### src/rtl/uart_rx_frontend.sv
// uart_rx_frontend: oversampling UART receiver front end (8N1, or 8E1 with
// UART_RX_PARITY_EN defined).
//   clk        system clock, rising edge
//   nrst       asynchronous active-low reset
//   rx         asynchronous serial line, idle high, LSB first
//   data_out   last good byte, held until the next good frame
//   data_valid one-cycle strobe, data_out is new
//   frame_err  one-cycle strobe, stop bit sampled low
//   parity_err one-cycle strobe, even-parity mismatch (0 unless UART_RX_PARITY_EN)
//   busy       high whenever the receiver is not idle
module uart_rx_frontend #(
  parameter int unsigned CLKS_PER_BIT = 1250
) (
  input  logic       clk,
  input  logic       nrst,
  input  logic       rx,
  output logic [7:0] data_out,
  output logic       data_valid,
  output logic       frame_err,
  output logic       parity_err,
  output logic       busy
);

  localparam int unsigned TW = (CLKS_PER_BIT > 1) ? $clog2(CLKS_PER_BIT) : 1;
  localparam logic [TW-1:0] BIT_LAST  = TW'(CLKS_PER_BIT - 1);
  localparam logic [TW-1:0] HALF_LAST = TW'(CLKS_PER_BIT / 2 - 1);

  typedef enum logic [2:0] {
    IDLE      = 3'd0,
    START     = 3'd1,
    DATA      = 3'd2,
    PARITY    = 3'd3,
    STOP      = 3'd4,
    WAIT_HIGH = 3'd5
  } state_t;

  logic rx_m, rx_s, rx_d;

  state_t        state_q, state_n;
  logic [TW-1:0] timer_q, timer_n;
  logic [2:0]    idx_q, idx_n;
  logic [7:0]    shreg_q, shreg_n;
  logic [7:0]    data_n;
  logic          dv_n, fe_n, pe_n, busy_n;
`ifdef UART_RX_PARITY_EN
  logic          par_bad_q, par_bad_n;
`endif

  // Two-flop synchronizer plus one delay stage for falling-edge detection
  always_ff @(posedge clk or negedge nrst) begin
    if (!nrst) begin
      rx_m <= 1'b1;
      rx_s <= 1'b1;
      rx_d <= 1'b1;
    end else begin
      rx_m <= rx;
      rx_s <= rx_m;
      rx_d <= rx_s;
    end
  end

  // State, datapath and registered outputs
  always_ff @(posedge clk or negedge nrst) begin
    if (!nrst) begin
      state_q    <= IDLE;
      timer_q    <= '0;
      idx_q      <= '0;
      shreg_q    <= '0;
      data_out   <= '0;
      data_valid <= 1'b0;
      frame_err  <= 1'b0;
      parity_err <= 1'b0;
      busy       <= 1'b0;
`ifdef UART_RX_PARITY_EN
      par_bad_q  <= 1'b0;
`endif
    end else begin
      state_q    <= state_n;
      timer_q    <= timer_n;
      idx_q      <= idx_n;
      shreg_q    <= shreg_n;
      data_out   <= data_n;
      data_valid <= dv_n;
      frame_err  <= fe_n;
      parity_err <= pe_n;
      busy       <= busy_n;
`ifdef UART_RX_PARITY_EN
      par_bad_q  <= par_bad_n;
`endif
    end
  end

  // Next-state and output logic
  always_comb begin
    state_n = state_q;
    timer_n = timer_q;
    idx_n   = idx_q;
    shreg_n = shreg_q;
    data_n  = data_out;
    dv_n    = 1'b0;
    fe_n    = 1'b0;
    pe_n    = 1'b0;
`ifdef UART_RX_PARITY_EN
    par_bad_n = par_bad_q;
`endif

    case (state_q)
      IDLE: begin
        timer_n = '0;
        idx_n   = '0;
        if (rx_d && !rx_s) state_n = START;
      end

      // Mid-start-bit check rejects glitches shorter than half a bit
      START: begin
        if (timer_q == HALF_LAST) begin
          timer_n = '0;
          idx_n   = '0;
          state_n = rx_s ? IDLE : DATA;
`ifdef UART_RX_PARITY_EN
          par_bad_n = 1'b0;
`endif
        end else begin
          timer_n = timer_q + TW'(1);
        end
      end

      DATA: begin
        if (timer_q == BIT_LAST) begin
          shreg_n[idx_q] = rx_s;
          timer_n        = '0;
          idx_n          = idx_q + 3'd1;
          if (idx_q == 3'd7) begin
`ifdef UART_RX_PARITY_EN
            state_n = PARITY;
`else
            state_n = STOP;
`endif
          end
        end else begin
          timer_n = timer_q + TW'(1);
        end
      end

      PARITY: begin
`ifdef UART_RX_PARITY_EN
        if (timer_q == BIT_LAST) begin
          par_bad_n = rx_s ^ (^shreg_q);
          timer_n   = '0;
          state_n   = STOP;
        end else begin
          timer_n = timer_q + TW'(1);
        end
`else
        timer_n = '0;
        state_n = IDLE;
`endif
      end

      // Leaves at mid-stop-bit so a back-to-back start edge is not missed
      STOP: begin
        if (timer_q == BIT_LAST) begin
          timer_n = '0;
          if (!rx_s) begin
            fe_n    = 1'b1;
            state_n = WAIT_HIGH;
`ifdef UART_RX_PARITY_EN
          end else if (par_bad_q) begin
            pe_n    = 1'b1;
            state_n = IDLE;
`endif
          end else begin
            data_n  = shreg_q;
            dv_n    = 1'b1;
            state_n = IDLE;
          end
        end else begin
          timer_n = timer_q + TW'(1);
        end
      end

      // Hold off through a break until the line returns high
      WAIT_HIGH: begin
        timer_n = '0;
        if (rx_s) state_n = IDLE;
      end

      default: begin
        timer_n = '0;
        idx_n   = '0;
        state_n = IDLE;
      end
    endcase

    busy_n = (state_n != IDLE);
  end

endmodule

### config.mk
export PLATFORM = sky130hd
export DESIGN_NAME = uart_rx_frontend
export DESIGN_NICKNAME = d
export VERILOG_FILES = /design/src/rtl/uart_rx_frontend.sv
export SDC_FILE = /design/constraint.sdc
export NUM_CORES = 1
export LEC_CHECK = 0
export CORE_MARGIN = 2
export CORE_UTILIZATION = 45
export CTS_CLUSTER_DIAMETER = 100
export CTS_CLUSTER_SIZE = 10
export DETAILED_ROUTE_END_ITERATION = 8
export PLACE_DENSITY_LB_ADDON = 0.25
export SYNTH_ARGS = -nofsm -noshare
export SYNTH_HDL_FRONTEND = slang
export SYNTH_SLANG_ARGS = --single-unit
### constraint.sdc
create_clock -name clk -period 3.9 [get_ports clk]
set_clock_uncertainty 0.2 [all_clocks]
set_input_delay 1.17 -clock clk [delete_from_list [all_inputs] [get_ports clk]]
set_output_delay 1.17 -clock clk [all_outputs]
set_load 0.01 [all_outputs]
After elaboration in Yosys (flattened, before gate mapping)
Cells that the tools add are included.
{"block": "totals", "regBits": 39, "latchBits": 0, "ram_bits": 0, "romBits": 0, "input_bits": 3, "output_inout_bits": 12, "word_cells": 60, "mem_count": 0}
{"block": "op_classes", "add_sub_neg": 2, "mul": 0, "div_mod_pow": 0, "magnitude_cmp": 2, "eq_ne": 10, "shifts": 0, "n_mux": 24, "bitwise_logic": 1, "n_reduce_logical": 10}
{"operator": "3-bit 2-to-1 mux", "count": 9}
{"operator": "11-bit 2-to-1 mux", "count": 2}
{"operator": "11-bit case mux with 2 select lines", "count": 1}
{"operator": "3-bit case mux with 5 select lines", "count": 1}
{"operator": "11-bit by 1-bit adder with 11-bit output (second input constant)", "count": 1}
{"operator": "11-bit by 10-bit == test with 1-bit output (second input constant)", "count": 1}
{"operator": "11-bit == test (second input constant)", "count": 1}
{"operator": "3-bit == test (second input constant)", "count": 3}
{"operator": "3-bit case mux with 3 select lines", "count": 1}
{"operator": "8-bit bitwise mux", "count": 1}
{"operator": "1-bit 2-to-1 mux", "count": 7}
{"operator": "3-bit by 2-bit == test with 1-bit output (second input constant)", "count": 2}
{"operator": "3-bit AND reduction", "count": 2}
{"operator": "3-bit by 4-bit < comparator with 1-bit output (second input constant)", "count": 1}
{"operator": "2-bit != test (second input constant)", "count": 2}
{"operator": "3-bit by 1-bit adder with 3-bit output (second input constant)", "count": 1}
{"operator": "1-bit demux with 3-bit select", "count": 1}
{"operator": "3-bit by 1-bit == test with 1-bit output (second input constant)", "count": 1}
{"operator": "3-bit by 1-bit greater-or-equal comparator with 1-bit output (second input constant)", "count": 1}
{"operator": "3-bit logical NOT", "count": 1}
{"operator": "3-bit nonzero test", "count": 1}
{"operator": "3-bit OR reduction", "count": 1}
{"operator": "1-bit logical AND", "count": 2}
{"operator": "2-bit 2-to-1 mux", "count": 1}
{"operator": "other kinds (4)", "count": 4}

Depth between registers and ports, before layout
Gate-level depths: netlist of the first run.
{"block": "logic_depth", "word_depth": 5, "ltp_mapped": 7}

Worst setup path before layout of the first run
Ideal clock, no wire load.
{"block": "synth_timing", "kind": "register -> register", "startpoint": "reg timer_q[1]", "endpoint": "reg data_out[0]", "setup_time_ns": 0.125, "t_arrival_ns": 1.803, "required_ns": 3.575, "slack_ns": 1.772, "path_stages_with_launch": 8, "period_less_slack_ns": 2.128, "cell_sequence": "dfrtp_1 > inv_1 > ha_1 > nand4b_1 > nor3_4 > and3_1 > buf_6 > mux2_2"}
{"block": "synth_via", "elab_chain_cells": 2}
{"element": "from (decl)", "line_no": "40", "rtl": "logic [TW-1:0] timer_q, timer_n;"}
{"element": "from (signal assigned)", "line_no": "79", "rtl": "timer_q <= timer_n;"}
{"element": "11-bit == test", "line_no": "162", "rtl": "if (timer_q == BIT_LAST) begin"}
{"element": "3-bit AND reduction (no source line)"}
{"element": "to (signal assigned)", "line_no": "82", "rtl": "data_out <= data_n;"}
{"element": "to (decl)", "line_no": "17", "rtl": "output logic [7:0] data_out,"}
No other way between the ends.
A chain may end at the register's enable or synchronous reset.

Worst setup path after layout of the first run
{"block": "layout_timing", "startpoint": "reg data_out[7]", "endpoint": "out data_out[7]"}
No word-level cell between the ends.

==> impl_metrics.json, run 1 <==
{
  "outcome": "finished clean",
  "finalNetCount": 181,
  "sequential_share_of_the_synthesized_area_pct": 52.3,
  "worst_setup_path_end_kind": "output port",
  "numPlacedInstances": 216,
  "endpoints_failing_setup": 0,
  "layout.filler_cells": 344,
  "final_min_period_over_clock_period_pct": 65.6,
  "worst-setup-path-type": "flop to output port",
  "synthDominantAreaCellType": "sky130_fd_sc_hd__dfrtp_1",
  "post_synth_inst_count": 160,
  "comb_power_share_pct": 13.0,
  "antenna_left": 0,
  "num_io_pins": 15,
  "design.core.area_um2": 4000,
  "fp-row-count": 23,
  "tritoncts": "built",
  "final_period_minus_worst_setup_slack_ps": 2560,
  "max_freq_mhz": 391,
  "crit_arrival_ps": 1190,
  "gr-usage-all-layers_pct": 16.6,
  "die_x_um": 68.5,
  "synth_nets": 168,
  "cts-root-buf": "sky130_fd_sc_hd__clkbuf_8",
  "dp_hpwl_mm": 2.36,
  "synthDistinctLibCells": 43,
  "grt_pass1_vias": 1193,
  "synth_compound_area_share_pct": 5.47,
  "seqPwrFrac_pct": 50.2,
  "grt_max_degree": 40,
  "antenna_cells": 0,
  "clkTransAtPathRegs_ps": 80,
  "detailedRoute.firstIterationViolations": 150,
  "max-slew-margin-rel_pct": 42.3,
  "power_per_cell_area_nw_per_um2": 442,
  "cts_made_buffers": 5,
  "crit_slowest_cell": "sky130_fd_sc_hd__clkdlybuf4s50_1",
  "number_of_post_cts_setup_repair_buffers": 0,
  "tritoncts_num_sinks": 39,
  "synthXorXnorAreaFrac_pct": 4.21,
  "timing.critical_path.required_ps": 2530,
  "layout-area-overhead-vs-synth_pct": 13.8,
  "leakage_nw": 0.947,
  "die_area_um2": 4700,
  "rr_worst_depth": 4,
  "cts.htree.levels": 2,
  "setup.worst_path.start_class": "flop",
  "pint_mw": 0.689,
  "timing.critical_path.buf_inv": 1,
  "floorplan.die.height_um": 68.5,
  "cp_slowest_stage_delay_ps": 540,
  "syn-mean-instance-area_um2": 11.7,
  "worst-slew-pin-transition_ps": 865,
  "switching_share_pct": 27.0,
  "initial_utilization_pct": 46.9,
  "io_buffers": 13,
  "hold_path_class": "flop to flop",
  "yosys_warnings": 0,
  "most_common_library_cell_in_the_layout_ignoring_fill_and_taps": "sky130_fd_sc_hd__dfrtp_1",
  "fraction_of_post_synthesis_cell_area_in_the_top_cell_type_by_area_pct": 48.1,
  "asyncSetResetFlopFracSynth_pct": 100,
  "antenna_found_initial": 0,
  "grt_setup_unrepaired": "no",
  "post_drt_via_cell_ratio": 5.46,
  "sequential_cell_area_um2": 980,
  "synthAdderAreaFrac_pct": 3.34,
  "drive_above_1_share_pct": 20.1,
  "totalWireLength_mm": 3.44,
  "detail_route.drc_violations": 0,
  "series_of_cell_instances_along_the_critical_path": "clkdlybuf4s50_1",
  "clockPowerShare_pct": 36.8,
  "net-switching-power_mw": 0.254,
  "count_of_max_cap_constraint_violations": 0,
  "syn_area_um2": 1870,
  "critical-path-top-delay-family": "buffers and inverters",
  "setup_tns_ps": 0,
  "synthSimpleGateAreaFrac_pct": 20.8,
  "postSynth.topFlopCell": "sky130_fd_sc_hd__dfrtp_1",
  "hold_path_depth": 0,
  "reg2reg_slack_ps": 1430,
  "cp_num_cells": 1,
  "cts_hold_repair.buffers": 0,
  "post_drt_wl_per_cell_um": 15.4,
  "first_pass_iters": 4,
  "final_weighted_congestion_in_routability_driven_placement": 0.850,
  "grt_pass1_wl_mm": 5.68,
  "clock_latency_ps": 290,
  "stdcell_count": 224,
  "mostFrequentLayoutCells": "36 x sky130_fd_sc_hd__dfrtp_1, 18 x sky130_fd_sc_hd__nor2_1, 17 x sky130_fd_sc_hd__mux2_2",
  "ys_top_cells_by_area": "sky130_fd_sc_hd__dfrtp_1 48%, sky130_fd_sc_hd__mux2_2 10%, sky130_fd_sc_hd__dfstp_2 4.2%",
  "drv_slew": 0,
  "number_of_synthesized_register_bits": 39,
  "multiInputGateArea_um2": 828,
  "cts-root-to-sink-buffers": 2,
  "finalHoldViolations": 0,
  "dominant_combinational_cell_family_by_area_after_synthesis": "simple AND/OR/NAND/NOR gates",
  "post_synth_mux_area_share_pct": 10.2,
  "quantity_of_gates_resized_following_cts": 0,
  "vdd.ir_drop.worst_mv": 0.234,
  "globalRouteOverflowTotal": 0,
  "cp_max_fo": 2,
  "synth_enable_flop_cells": 0,
  "vias": 1224
}
## metrics by stage
step	setup slack, ps	total power [mW]	area, um^2	utilization (%)	hold WS (ps)
after floorplan	1770	0.580	1870	-	145
after global placement	1490	0.597	2010	50.4	147
after detailed placement	1420	0.601	2010	50.4	152
final	1340	0.943	2130	53.3	163
after CTS	1330	0.957	2130	53.3	164
after global routing	1260	0.994	2130	53.3	168
## registers in the layout (all words and copies together), names as in the netlist
| register | cells |
|---|---|
| timer_q | 11 |
| data_out | 8 |
| busy | 1 |
| rx_d | 1 |
| rx_m | 1 |
| frame_err | 1 |
| shreg_q | 8 |
| state_q | 3 |
| idx_q | 3 |
| data_valid | 1 |
| rx_s | 1 |
## final timing paths
kind | from | end
max | data_out[7]$_DFFE_PN0P_ | data_out[7]
min | rx_m$_DFF_PN1_ | rx_s$_DFF_PN1_
max reg2reg | timer_q[8]$_DFF_PN0_ | data_out[4]$_DFFE_PN0P_
min reg2reg | rx_m$_DFF_PN1_ | rx_s$_DFF_PN1_
max in group asynchronous | nrst | data_out[6]$_DFFE_PN0P_
min in group asynchronous | nrst | busy$_DFF_PN0_
## per-layer routing
| metal | global-route usage (%) | vias up | share of wire, % |
|---|---|---|---|
| met1 | 22.5 | 615 | 48 |
| met2 | 25.7 | 21 | 47 |
| li1 | - | 583 | - |
| met3 | 4.38 | 5 | 3.4 |
| met4 | 6.00 | 0 | 1.6 |
| met5 | 0 | - | 0 |
## power by group through the flow
stage / registers, mW / logic (mW) / clock network (mW)
floorplan: 0.468 / 0.111 / 0
global placement: 0.477 / 0.120 / 0
detailed placement: 0.480 / 0.121 / 0
CTS: 0.474 / 0.125 / 0.358
global route: 0.478 / 0.138 / 0.378
finish: 0.473 / 0.123 / 0.347
## cells by family after synthesis
kind of cell,after synthesis
buffers and inverters,12
DFF,39
muxes,17
adders and majority gates,5
AOI/OAI and AO/OA,12
other,1
and+or+nand+nor,65
xor gates and xnor gates,9
## layout make-up
cell class	instances	share of cell area, %
clock buffers	6	3.87
clock inverters	2	1.64
inverters	5	0.880
multi-input cells	109	38.8
flip-flops and latches	39	46.0
well taps	50	2.93
repair buffers	13	5.87
## cell usage after synthesis (all sizes together), types with 2 or more instances
cell	n
nor2b	3
nor3b	4
nor2	18
nand2	9
or2	2
ha	5
buf	5
dfstp	3
mux2	17
nand3	6
inv	5
clkbuf	2
dfrtp	36
or3	3
xnor2	8
a22o	2
nand2b	2
nor3	5
nor4	5
(Power assumes the default switching activity.)
==> run 2, diff against run 1 <==
==> constraint.sdc (replaced) <==
create_clock -name clk -period 2.1 [get_ports clk]
set_clock_uncertainty 0.2 [all_clocks]
set_input_delay 0.63 -clock clk [delete_from_list [all_inputs] [get_ports clk]]
set_output_delay 0.63 -clock clk [all_outputs]
set_load 0.01 [all_outputs]
==> run 2 against run 1 <==
Clock-buffer cell count did not move. First-iteration DRC count fell by 21%. Worst setup slack got worse by 1300 ps. Wire length rose by 6.7%.
==> impl_metrics.json, run 2 (synthesis results as in run 1) <==
{
  "series_of_cell_instances_along_the_critical_path": "inv_2 -> ha_4 -> nand4b_1 -> buf_4 -> nor3_4 -> and3_4 -> buf_12 -> mux2_2",
  "critPathLaunch": "timer_q[1]$_DFF_PN0_",
  "vias": 1290,
  "detail_route.drc_violations": 0,
  "cts.htree.levels": 2,
  "r2r-start": "timer_q[1]$_DFF_PN0_",
  "largest_register_ff_count": 11,
  "die_x_um": 68.5,
  "vdd.ir_drop.worst_mv": 0.573,
  "grt_pass1_wl_mm": 5.87,
  "timing.critical_path.required_ps": 2070,
  "gr-usage-all-layers_pct": 17.3,
  "antenna_left": 0,
  "finalHoldViolations": 0,
  "crit_slowest_cell": "sky130_fd_sc_hd__dfrtp_1",
  "most_common_library_cell_in_the_layout_ignoring_fill_and_taps": "sky130_fd_sc_hd__dfrtp_1",
  "worst-setup-path-type": "flop to flop",
  "floorplan.die.height_um": 68.5,
  "switching_share_pct": 29.0,
  "cp_max_fo": 5,
  "cts_made_buffers": 5,
  "final_area_um2": 2400,
  "cp_slowest_stage_delay_ps": 390,
  "antenna_found_initial": 0,
  "first_pass_iters": 4,
  "grt_setup_unrepaired": "yes",
  "clock_latency_ps": 280,
  "cts-root-buf": "sky130_fd_sc_hd__clkbuf_8",
  "setup.worst_path.start_class": "flop",
  "comb_power_share_pct": 24.2,
  "tritoncts": "built",
  "timing.final.ws_setup_ps": 52.7,
  "endpoints_failing_setup": 0,
  "final_period_minus_worst_setup_slack_ps": 2050,
  "clkTransAtPathRegs_ps": 80,
  "max_flop_register": "timer_q",
  "crit_arrival_ps": 2010,
  "detailedRoute.firstIterationViolations": 118,
  "dp_hpwl_mm": 2.53,
  "final_min_period_over_clock_period_pct": 97.5,
  "io_buffers": 13,
  "post_drt_via_cell_ratio": 5.29,
  "max_freq_mhz": 488,
  "grt_max_degree": 24,
  "hold_path_class": "primary input to asynchronous set/reset pin",
  "post_drt_wl_per_cell_um": 15.0,
  "totalWireLength_mm": 3.67,
  "power_per_cell_area_nw_per_um2": 733,
  "layout_top_registers": "timer_q (11), data_out (8), shreg_q (8)",
  "finalNetCount": 201,
  "mostFrequentLayoutCells": "36 x sky130_fd_sc_hd__dfrtp_1, 17 x sky130_fd_sc_hd__nor2_1, 14 x sky130_fd_sc_hd__buf_4",
  "antenna_cells": 0,
  "globalRouteOverflowTotal": 0,
  "initial_utilization_pct": 46.9,
  "tritoncts_num_sinks": 39,
  "outcome": "finished clean",
  "die_area_um2": 4700,
  "clockPowerShare_pct": 27.2,
  "cts_hold_repair.buffers": 0,
  "design.core.area_um2": 4000,
  "final_weighted_congestion_in_routability_driven_placement": 0.843,
  "fp-row-count": 23,
  "drv_slew": 0,
  "drive_above_1_share_pct": 32.5,
  "worst_setup_path_end_kind": "flop",
  "leakage_nw": 1.05,
  "net-switching-power_mw": 0.511,
  "placed_cell_area_um2": 2160,
  "cts-root-to-sink-buffers": 2,
  "post-place-ws_ps": 22.1,
  "layout.filler_cells": 324,
  "layout-area-overhead-vs-synth_pct": 28.0,
  "num_io_pins": 15,
  "pint_mw": 1.25,
  "count_of_max_cap_constraint_violations": 0,
  "grt_pass1_vias": 1238,
  "seqPwrFrac_pct": 48.6
}
## run 2: cell count changes in the layout (fill, tap and decap cells not counted), moves of 2 or more
| cell | previous run | this run |
|---|---|---|
| sky130_fd_sc_hd__buf_12 | 0 | 3 |
| sky130_fd_sc_hd__mux2_4 | 0 | 6 |
| sky130_fd_sc_hd__mux2_2 | 17 | 11 |
| sky130_fd_sc_hd__buf_4 | 0 | 14 |
| sky130_fd_sc_hd__nor4_1 | 3 | 1 |
| sky130_fd_sc_hd__ha_1 | 5 | 3 |
| sky130_fd_sc_hd__buf_6 | 0 | 2 |
| sky130_fd_sc_hd__nor4_2 | 0 | 2 |
## run 2: layout make-up
cell class                 count  area (um^2)  share of cell area [%]
multi-input combinational    109          916                    38.2
timing repair buffer          33          338                    14.1
clock inverter                 2         12.5                   0.521
inverter                       5         18.8                   0.782
sequential                    39          980                    40.8
tap                           50         62.6                    2.61
clock buffer                   6         72.6                    3.02
## run 2: timing repair
item                       in CTS  in global routing
hold endpoints to repair        0                  0
gates resized for setup         0                 19
setup endpoints to repair       0                 15
setup buffers                   0                  4
## run 2: layer usage
metal	global-route usage, %	share of wire (%)
met1	23.4	47
met4	6.75	1.3
met3	5.03	3.3
met2	26.0	49
met5	0	0
## run 2: stage by stage
step	util (%)	setup TNS, ps	power, mW	hold slack (ps)	cells
floorplan	-	-222	1.08	134	160
global placement	54.1	0	1.20	149	231
detailed placement	54.1	0	1.22	151	231
CTS	56.2	0	1.70	69.0	239
global route	60.0	-28.6	1.86	87.1	244
finish	60.0	0	1.76	65.5	244
## run 2: final timing paths
path / endpoint / slack [ps] / cells after the start
min in group clk: rx_s$_DFF_PN1_ / 160 / 0
hold reg to reg: rx_s$_DFF_PN1_ / 160 / 0
max in group asynchronous: rx_s$_DFF_PN1_ / 1100 / 2
setup / recovery: data_out[4]$_DFFE_PN0P_ / 50 / 8
hold / removal: state_q[1]$_DFF_PN0_ / 70 / 1
setup reg to reg: data_out[4]$_DFFE_PN0P_ / 50 / 8
## run 2: power by group through the flow
| stage | logic, mW | clock network (mW) | registers (mW) |
|---|---|---|---|
| 2_1_floorplan | 0.207 | 0 | 0.870 |
| 3_3_place_gp | 0.338 | 0 | 0.857 |
| 3_5_place_dp | 0.356 | 0 | 0.860 |
| 6_report | 0.426 | 0.478 | 0.855 |
| 4_1_cts | 0.358 | 0.498 | 0.845 |
| 5_1_grt | 0.471 | 0.526 | 0.861 |
## run 2: worst max-delay path, delay by kind of cell, from the launching register on
family	cells	cell delay, ps
simple gates	3	500
flops	1	390
buf+inv	3	380
mux	1	330
fa+ha+maj	1	120
